`config.mk`:
```
export PLATFORM = sky130hd
export DESIGN_NAME = lfsr_ctrl
export DESIGN_NICKNAME = d
export VERILOG_FILES = /design/src/rtl/lfsr_ctrl_pkg.sv /design/src/rtl/lfsr_ctrl_step.sv /design/src/rtl/lfsr_ctrl.sv
export SDC_FILE = /design/constraint.sdc
export NUM_CORES = 1
export LEC_CHECK = 0
export ABC_AREA = 1
export CAP_MARGIN = 5
export CORE_MARGIN = 2
export CORE_UTILIZATION = 45
export DETAILED_ROUTE_END_ITERATION = 6
export GPL_ROUTABILITY_DRIVEN = 0
export PLACE_DENSITY = 0.75
export SLEW_MARGIN = 10
export SYNTH_ARGS = -nofsm -noshare
export SYNTH_HDL_FRONTEND = slang
export SYNTH_SLANG_ARGS = --single-unit
export TNS_END_PERCENT = 30
```
`constraint.sdc`:
```
create_clock -name clk -period 1.4 [get_ports clk]
set_clock_uncertainty 0.05 [all_clocks]
set_input_delay 0.28 -clock clk [delete_from_list [all_inputs] [get_ports clk]]
set_output_delay 0.28 -clock clk [all_outputs]
set_load 0.1 [all_outputs]
```
`src/rtl/lfsr_ctrl_pkg.sv`:
```
// Shared types and constants for the lfsr_ctrl block: FSM state encoding,
// LFSR reset value and default feedback taps.
package lfsr_ctrl_pkg;

  typedef enum logic [1:0] {
    IDLE = 2'd0,
    RUN  = 2'd1,
    DONE = 2'd2
  } state_t;

  localparam logic [3:0] LFSR_RST_VAL = 4'b0001;
  localparam logic [3:0] TAPS_DEFAULT = 4'b1100;

endpackage

```
`src/rtl/lfsr_ctrl_step.sv`:
```
// 4-bit Fibonacci LFSR register: synchronous reset, seed load (zero seed
// replaced by the reset value to avoid lock-up) and single-step advance.
module lfsr_step
  import lfsr_ctrl_pkg::*;
#(
  parameter logic [3:0] TAPS = TAPS_DEFAULT
) (
  input  logic       clk,
  input  logic       rst,
  input  logic       load,
  input  logic       enable,
  input  logic [3:0] seed,
  output logic [3:0] q
);

  always_ff @(posedge clk) begin
    if (rst) begin
      q <= LFSR_RST_VAL;
    end else if (load) begin
      q <= (seed == '0) ? LFSR_RST_VAL : seed;
    end else if (enable) begin
      q <= {q[2:0], ^(q & TAPS)};
    end
  end

endmodule

```
`src/rtl/lfsr_ctrl.sv`:
```
// Run controller handing out LFSR words to two round-robin requesters.
// Define LFSR_CTRL_FREERUN_EN to advance the LFSR every RUN cycle instead of per grant.
module lfsr_ctrl
  import lfsr_ctrl_pkg::*;
#(
  parameter logic [3:0] TAPS  = TAPS_DEFAULT,
  parameter int         CNT_W = 8
) (
  input  logic             clk,
  input  logic             rst,
  input  logic             seed_load,
  input  logic [3:0]       seed,
  input  logic             start,
  input  logic [CNT_W-1:0] steps,
  input  logic [1:0]       req,
  output logic [1:0]       gnt,
  output logic [3:0]       rdata,
  output logic             rvalid,
  output logic             busy,
  output logic             done
);

  state_t           state;
  logic [CNT_W-1:0] count;
  logic             rr_ptr;
  logic [3:0]       q;
  logic             lfsr_load;
  logic             lfsr_en;
  logic             grant;
  logic [1:0]       pick;

  always_comb begin
    lfsr_load = (state == IDLE) && seed_load;
    grant     = (state == RUN) && (req != '0) && (count != '0);
    // rr_ptr names the requester favoured on a tie; a lone request wins outright
    if (req == 2'b11) pick = rr_ptr ? 2'b10 : 2'b01;
    else              pick = req;
`ifdef LFSR_CTRL_FREERUN_EN
    lfsr_en = (state == RUN);
`else
    lfsr_en = grant;
`endif
  end

  lfsr_step #(.TAPS(TAPS)) u_lfsr (
    .clk    (clk),
    .rst    (rst),
    .load   (lfsr_load),
    .enable (lfsr_en),
    .seed   (seed),
    .q      (q)
  );

  always_ff @(posedge clk) begin
    if (rst) begin
      state  <= IDLE;
      count  <= '0;
      rr_ptr <= 1'b0;
      gnt    <= '0;
      rvalid <= 1'b0;
      rdata  <= '0;
      busy   <= 1'b0;
      done   <= 1'b0;
    end else begin
      gnt    <= '0;
      rvalid <= 1'b0;
      rdata  <= '0;
      busy   <= 1'b0;
      done   <= 1'b0;
      case (state)
        IDLE: begin
          if (start) begin
            if (steps != '0) begin
              state <= RUN;
              count <= steps;
              busy  <= 1'b1;
            end else begin
              state <= DONE;
              done  <= 1'b1;
            end
          end
        end
        RUN: begin
          busy <= 1'b1;
          if (grant) begin
            gnt    <= pick;
            rvalid <= 1'b1;
            rdata  <= q;
            count  <= count - CNT_W'(1);
            rr_ptr <= pick[0];
            // final grant and done pulse land in the same cycle
            if (count == CNT_W'(1)) begin
              state <= DONE;
              busy  <= 1'b0;
              done  <= 1'b1;
            end
          end
        end
        DONE: state <= IDLE;
        default: state <= IDLE;
      endcase
    end
  end

endmodule

```
==> results of run 1 <==
[sequential cells by signal, summed over array words and instances, names as in the netlist]
signal	cells
count	8
rdata	4
u_lfsr.q	4
gnt	2
state	2
busy	1
done	1
rr_ptr	1
rvalid	1
[timing repair]
action | CTS | global route
hold buffers | 0 | 0
pin swaps | 1 | 5
setup endpoints to repair | 11 | 15
setup buffers | 0 | 4
gates cloned | 0 | 1
resized for setup | 4 | 29
[critical path, stage by stage (launching register included)]
cell,delay (ns)
dfxtp_2,0.35
inv_2,0.09
ha_4,0.15
nand2_4,0.05
o21ai_4,0.23
nand2_4,0.13
nand2_8,0.11
nand2_2,0.07
nand2_2,0.07
nor2_2,0.03
[logic make-up (layout without fill, tap and decap cells)]
group	after synthesis	after routing	synth area share, %
AND/OR/NAND/NOR	118	119	41.0
flip-flops	24	24	37.3
AO/OA/AOI/OAI	26	26	12.2
XOR/XNOR	1	1	0.680
buffers and inverters	20	77	5.92
adder cells (fa/ha/maj)	3	3	2.91
[worst min-delay path by stage]
stage,end
6_report,rdata[3]
5_1_grt,rdata[1]
4_1_cts,rdata[0]
3_5_place_dp,rdata[3]
3_3_place_gp,rdata[3]
2_1_floorplan,gnt[0]
[layer usage]
| metal | GRT usage (%) | vias to the layer above | routed length [µm] |
|---|---|---|---|
| met4 | 7.97 | 0 | 63 |
| met1 | 26.6 | 630 | 1570 |
| li1 | - | 735 | - |
| met5 | 0 | - | 0 |
| met3 | 2.95 | 6 | 131 |
| met2 | 31.5 | 34 | 1750 |
[final cells by class]
cell class	count	area [µm²]
multi-input combinational	149	826
fill	192	692
timing repair buffer	54	564
sequential	24	487
inverter	19	73.8
tap	31	38.8
clock inverter	1	30.0
clock buffer	3	22.5
[metrics by stage]
| step | setup slack (ns) | setup TNS [ns] | hold WS [ns] | cell area, µm² | utilization (%) |
|---|---|---|---|---|---|
| finish | -0.0223 | -0.0291 | 0.421 | 2040 | 74.7 |
| global route | -0.0723 | -0.612 | 0.443 | 2040 | 74.7 |
| CTS | -0.0140 | -0.0509 | 0.420 | 1920 | 70.1 |
| detailed placement | -0.365 | -5.52 | 0.402 | 1860 | 67.9 |
| global placement | -0.299 | -4.79 | 0.398 | 1860 | 67.9 |
| floorplan | 0.00110 | 0 | 0.375 | 1290 | - |
[power breakdown]
part	switching [mW]	internal [mW]
clock network	0.227	0.290
logic	0.866	0.647
registers	0.0943	0.796
total	1.19	1.73
[cells in the final DEF (no fill, tap or decap), types with 2 or more instances in the layout]
cell,instances
o221ai_1,2
o21ai_1,2
nand2_1,43
nand3_1,15
buf_4,27
a21oi_2,2
inv_1,14
nand2_2,8
or2_2,2
nor2_4,2
clkdlybuf4s50_1,17
dfxtp_1,19
clkbuf_4,3
nor2_1,29
nand2_4,4
dfxtp_2,5
inv_2,3
nor2_2,9
nor3_1,2
ha_4,2
o21ai_0,9
nand3b_1,2
a21oi_1,7
buf_12,9
==> run summary, run 1 <==
Crit path launch -> count[0]
Layout cells sized above 1 -> 32.8%
Hold Crit Depth -> 2
# DRC -> 0
CTS tree -> yes
Iter 0 DRT Violations -> 46
Fin crit share -> 102%
Clk buf depth -> 2
Cell taking the most area after synthesis -> dfxtp_1
Net Count, Synth -> 213
Peak supply drop -> 1.04 mV
Drt wl/cell -> 12.5 µm
Fin crit period -> 1.42 ns
Post-synth top cells -> nand2_1 (51), nor2_1 (35), dfxtp_1 (24)
Clk Latency, worst-skew pair -> 0.33 ns
Num Clock Sinks -> 24
Unrepaired setup endpoints after global routing -> yes
H-tree lvl count -> 1
Syn Area/Cell -> 6.71 µm²
Slew margin rel. -> 80.4%
Grt total ovfl -> 0
Post-Syn Instances -> 192
Worst EP arrival -> 1.62 ns
Routed WL -> 3510 µm
Hold path start -> u_lfsr.q[3]
Number of diodes -> 0
Initial antenna violation count -> 0
R2r endpoint -> count[6]
Setup violators final -> 3
Pin count of the biggest net entering global routing -> 15
Worst Path Required -> 1.59 ns
Core Footprint -> 2730 µm²
Flop2flop setup slack -> -0.02 ns
Placed cell count -> 272
Post-synth EDFFs -> 0
Total track usage -> 19.7%
Row count -> 19
Initial Util -> 47.1%
Share of flip-flops with an asynchronous set or reset -> 0%
Final hold vios -> 0
Max-Cap Viols -> 0
Syn. warnings -> 0
DR vias -> 1,405
Most frequent cell after synthesis -> nand2_1
Origin of the critical flop-to-flop path -> count[0]
Layout area overhead -> 58.4%
Slew @ Worst Pin -> 0.294 ns
Inserted Clock Buffers -> 3
Top_reg_cell synth -> dfxtp_1
Max Fclk -> 703 MHz
Die Area -> 3310 µm²
Crit Path Category -> flop to flop
Seq cells post-synth -> 24
Setup ws final -> -0.0223 ns
Path depth of the worst reg2reg path -> 9
Pwr Density -> 1430 nW/µm²
Chip Width -> 57.5 µm
Input/output buffers -> 26
Top cells by area, synth -> dfxtp_1 (37%), nand2_1 (15%), nor2_1 (10%)
Post-synth cell types -> 26
Worst-path fanout max -> 8
Vias in the first global route -> 1,196
Fin nets -> 272
Failing checks -> setup timing
Final Max Slew Viols -> 0
Mapped cell area -> 1290 µm²
Crit end category -> flop
Register area share after synthesis -> 37.3%
Root buf cell -> clkbuf_4
Hpwl dp -> 2340 µm
Pleak -> 0.920 nW
Critical path launch point type -> flop
Design Power -> 2.92 mW
Fin cells -> 281
Total I/O pin count -> 27
Clk slew on worst S/H paths -> 0.14 ns
Status -> finished, violations left
Post-route ant nets -> 0
First-pass GRT wire length -> 5090 µm
Vias per inst -> 5.00
Pre-Repair DR Iteration Count -> 4
Die Ht -> 57.5 µm
Crit path to -> count[6]
Hold Path Class -> flop to flop
Top-area cell type share of the netlist area -> 37.3%
No activity file was read; power rests on OpenSTA's default activity.
==> inputs of run 2 (changes only) <==
--- a/config.mk
+++ b/config.mk
@@ -8,10 +8,10 @@
 export ABC_AREA = 1
 export CAP_MARGIN = 5
 export CORE_MARGIN = 2
-export CORE_UTILIZATION = 45
+export CORE_UTILIZATION = 50
 export DETAILED_ROUTE_END_ITERATION = 6
 export GPL_ROUTABILITY_DRIVEN = 0
-export PLACE_DENSITY = 0.75
+export PLACE_DENSITY = 0.78
 export SLEW_MARGIN = 10
 export SYNTH_ARGS = -nofsm -noshare
 export SYNTH_HDL_FRONTEND = slang
==> constraint.sdc (replaced) <==
create_clock -name clk -period 1.5 [get_ports clk]
set_clock_uncertainty 0.05 [all_clocks]
set_input_delay 0.3 -clock clk [delete_from_list [all_inputs] [get_ports clk]]
set_output_delay 0.3 -clock clk [all_outputs]
set_load 0.1 [all_outputs]
==> run 2 against run 1 <==
The flow now finishes without violations. Maximum frequency shrank 5.0%. Register-to-register slack gained 0.03 ns. Wire length hardly changed. Global-route usage is 5.2 points higher. Core utilization increased by 3.1 points. Clock power shrank 44%. Highest routed layer unchanged.
==> run summary, run 2 (synthesis gave the netlist of run 1 again) <==
Vias in the first global route -> 1,318 (was 1,196)
Placed Area -> 1800 µm² (was 1860 µm²)
Routed WL -> 3510 µm (about the same)
Fin crit period -> 1.50 ns (was 1.42 ns)
Worst Path Required -> 1.67 ns (was 1.59 ns)
Unrepaired setup endpoints after global routing -> yes (unchanged)
Worst-path fanout max -> 6 (was 8)
Clk slew on worst S/H paths -> 0.13 ns (was 0.14 ns)
Slew margin rel. -> 70.2% (was 80.4%)
Peak supply drop -> 1.19 mV (was 1.04 mV)
Crit end category -> flop (unchanged)
Setup violators final -> 0 (was 3)
Final instance area -> 1910 µm² (was 2040 µm²)
Input/output buffers -> 26 (unchanged)
DR vias -> 1,404 (was 1,405)
Slew @ Worst Pin -> 0.442 ns (was 0.294 ns)
Largest regs -> count x8, rdata x4, u_lfsr.q x4 (unchanged)
Initial Util -> 52.5% (was 47.1%)
Worst EP arrival -> 1.66 ns (was 1.62 ns)
Fillcell total -> 176 (was 192)
Status -> completed (was finished, violations left)
Pleak -> 0.867 nW (was 0.920 nW)
Critical path launch point type -> flop (unchanged)
Total track usage -> 24.9% (was 19.7%)
Hold Path Class -> input port to flop (was flop to flop)
H-tree lvl count -> 1 (unchanged)
Hpwl dp -> 2640 µm (was 2340 µm)
Number of diodes -> 0 (unchanged)
# DRC -> 0 (unchanged)
Pre-Repair DR Iteration Count -> 4 (unchanged)
Inserted Clock Buffers -> 3 (unchanged)
Total I/O pin count -> 27 (unchanged)
Row count -> 18 (was 19)
First-pass GRT wire length -> 5260 µm (was 5090 µm)
WHS -> 0.334 ns (was 0.421 ns)
Max Fclk -> 668 MHz (was 703 MHz)
Hold path start -> req[0] (was u_lfsr.q[3])
Design Power -> 2.41 mW (was 2.92 mW)
Core Footprint -> 2450 µm² (was 2730 µm²)
Largest Register -> count (unchanged)
Initial antenna violation count -> 0 (unchanged)
Num Clock Sinks -> 24 (unchanged)
Chip Width -> 54.8 µm (was 57.5 µm)
Crit Path Category -> flop to flop (unchanged)
Root buf cell -> clkbuf_4 (unchanged)
Pin count of the biggest net entering global routing -> 13 (was 15)
CTS tree -> yes (unchanged)
Vias per inst -> 5.22 (was 5.00)
Layout area overhead -> 48.3% (was 58.4%)
Fin crit share -> 99.8% (was 102%)
Clk buf depth -> 2 (unchanged)
Commonest non-fill, non-tap cell in the layout -> nand2_1 (unchanged)
Post-route ant nets -> 0 (unchanged)
Area of the multi-input gates -> 800 µm² (was 826 µm²)
Grt total ovfl -> 0 (unchanged)
Fin cells -> 269 (was 281)
Final hold vios -> 0 (unchanged)
Pwr Density -> 1260 nW/µm² (was 1430 nW/µm²)
Commonest cells after routing, fill and taps aside -> nand2_1 (50), nor2_1 (31), dfxtp_1 (21) (was nand2_1 (43), nor2_1 (29), buf_4 (27))
Layout cells sized above 1 -> 25.5% (was 32.8%)
Die Ht -> 54.8 µm (was 57.5 µm)
Max-Cap Viols -> 0 (unchanged)
Drt wl/cell -> 13.1 µm (was 12.5 µm)
Die Area -> 3000 µm² (was 3310 µm²)
Setup TNS -> 0 ns (was -0.0291 ns)
Register area -> 484 µm² (was 487 µm²)
Max FFs per register -> 8 (unchanged)
Iter 0 DRT Violations -> 29 (was 46)
Origin of the critical flop-to-flop path -> state[1] (was count[0])
Fin nets -> 262 (was 272)
Crit path launch -> state[1] (was count[0])
Clk Latency, worst-skew pair -> 0.33 ns (about the same)
Placed cell count -> 264 (was 272)
Final Max Slew Viols -> 0 (unchanged)
run 2: cell count changes in the layout (fill, tap and decap cells not counted), sizes merged:
cell and change:
bufinv -1, nand2 -1, clkdlybuf4s50 -1, buf -9
dlymetal6s2s +1
run 2: final cells by class:
cell class | instances | area share [%]
tap | 30 | 1.96
inverter | 19 | 3.73
timing repair buffer | 45 | 25.9
clock buffer | 3 | 1.18
multi-input combinational | 148 | 41.8
sequential | 24 | 25.3
run 2: layer usage:
layer | global-route usage [%] | routed length (µm) | up-vias
met5 | 0 | 0 | -
met4 | 12.9 | 104 | 0
met3 | 3.83 | 146 | 9
met2 | 48.8 | 1870 | 53
met1 | 24.5 | 1390 | 631
li1 | - | - | 711
run 2: worst paths after layout:
kind              slack (ns)  endpoint  cells past startpoint
hold / removal          0.33    gnt[0]                      4
hold reg to reg         0.43  rdata[0]                      2
setup / recovery       0.003    rr_ptr                      9
setup reg to reg       0.003    rr_ptr                      9
run 2: through the flow:
stage	utilization, %	worst slack [ns]
after floorplan	-	0.0565
after global placement	73.3	-0.296
after detailed placement	73.3	-0.415
after CTS	75.2	0.00638
after global routing	77.8	-0.0334
final	77.8	0.00285
run 2: worst max-delay path, stage by stage (launching register included):
cell and delay [ns]:
dfxtp_2 0.39, inv_2 0.08, nand2_4 0.08, nor2_4 0.17, o21ai_4 0.09, buf_4 0.15, buf_4 0.13, buf_4 0.12
nand3_1 0.05, o21ai_0 0.07
run 2: report_power, final:
group	leakage, nW	switching, mW	internal, mW	total, mW
Combinational	0.655	0.755	0.522	1.28
Clock	0.0138	0.197	0.0945	0.291
Sequential	0.198	0.0986	0.740	0.839
Total	0.867	1.05	1.36	2.41
run 2: repair_timing:
action / 4_1_cts / 5_1_grt
hold buffers: 0 / 0
pin swaps: 1 / 3
endpoints found under the setup margin: 10 / 13
resized for setup: 5 / 18
buffers inserted: 1 / 1
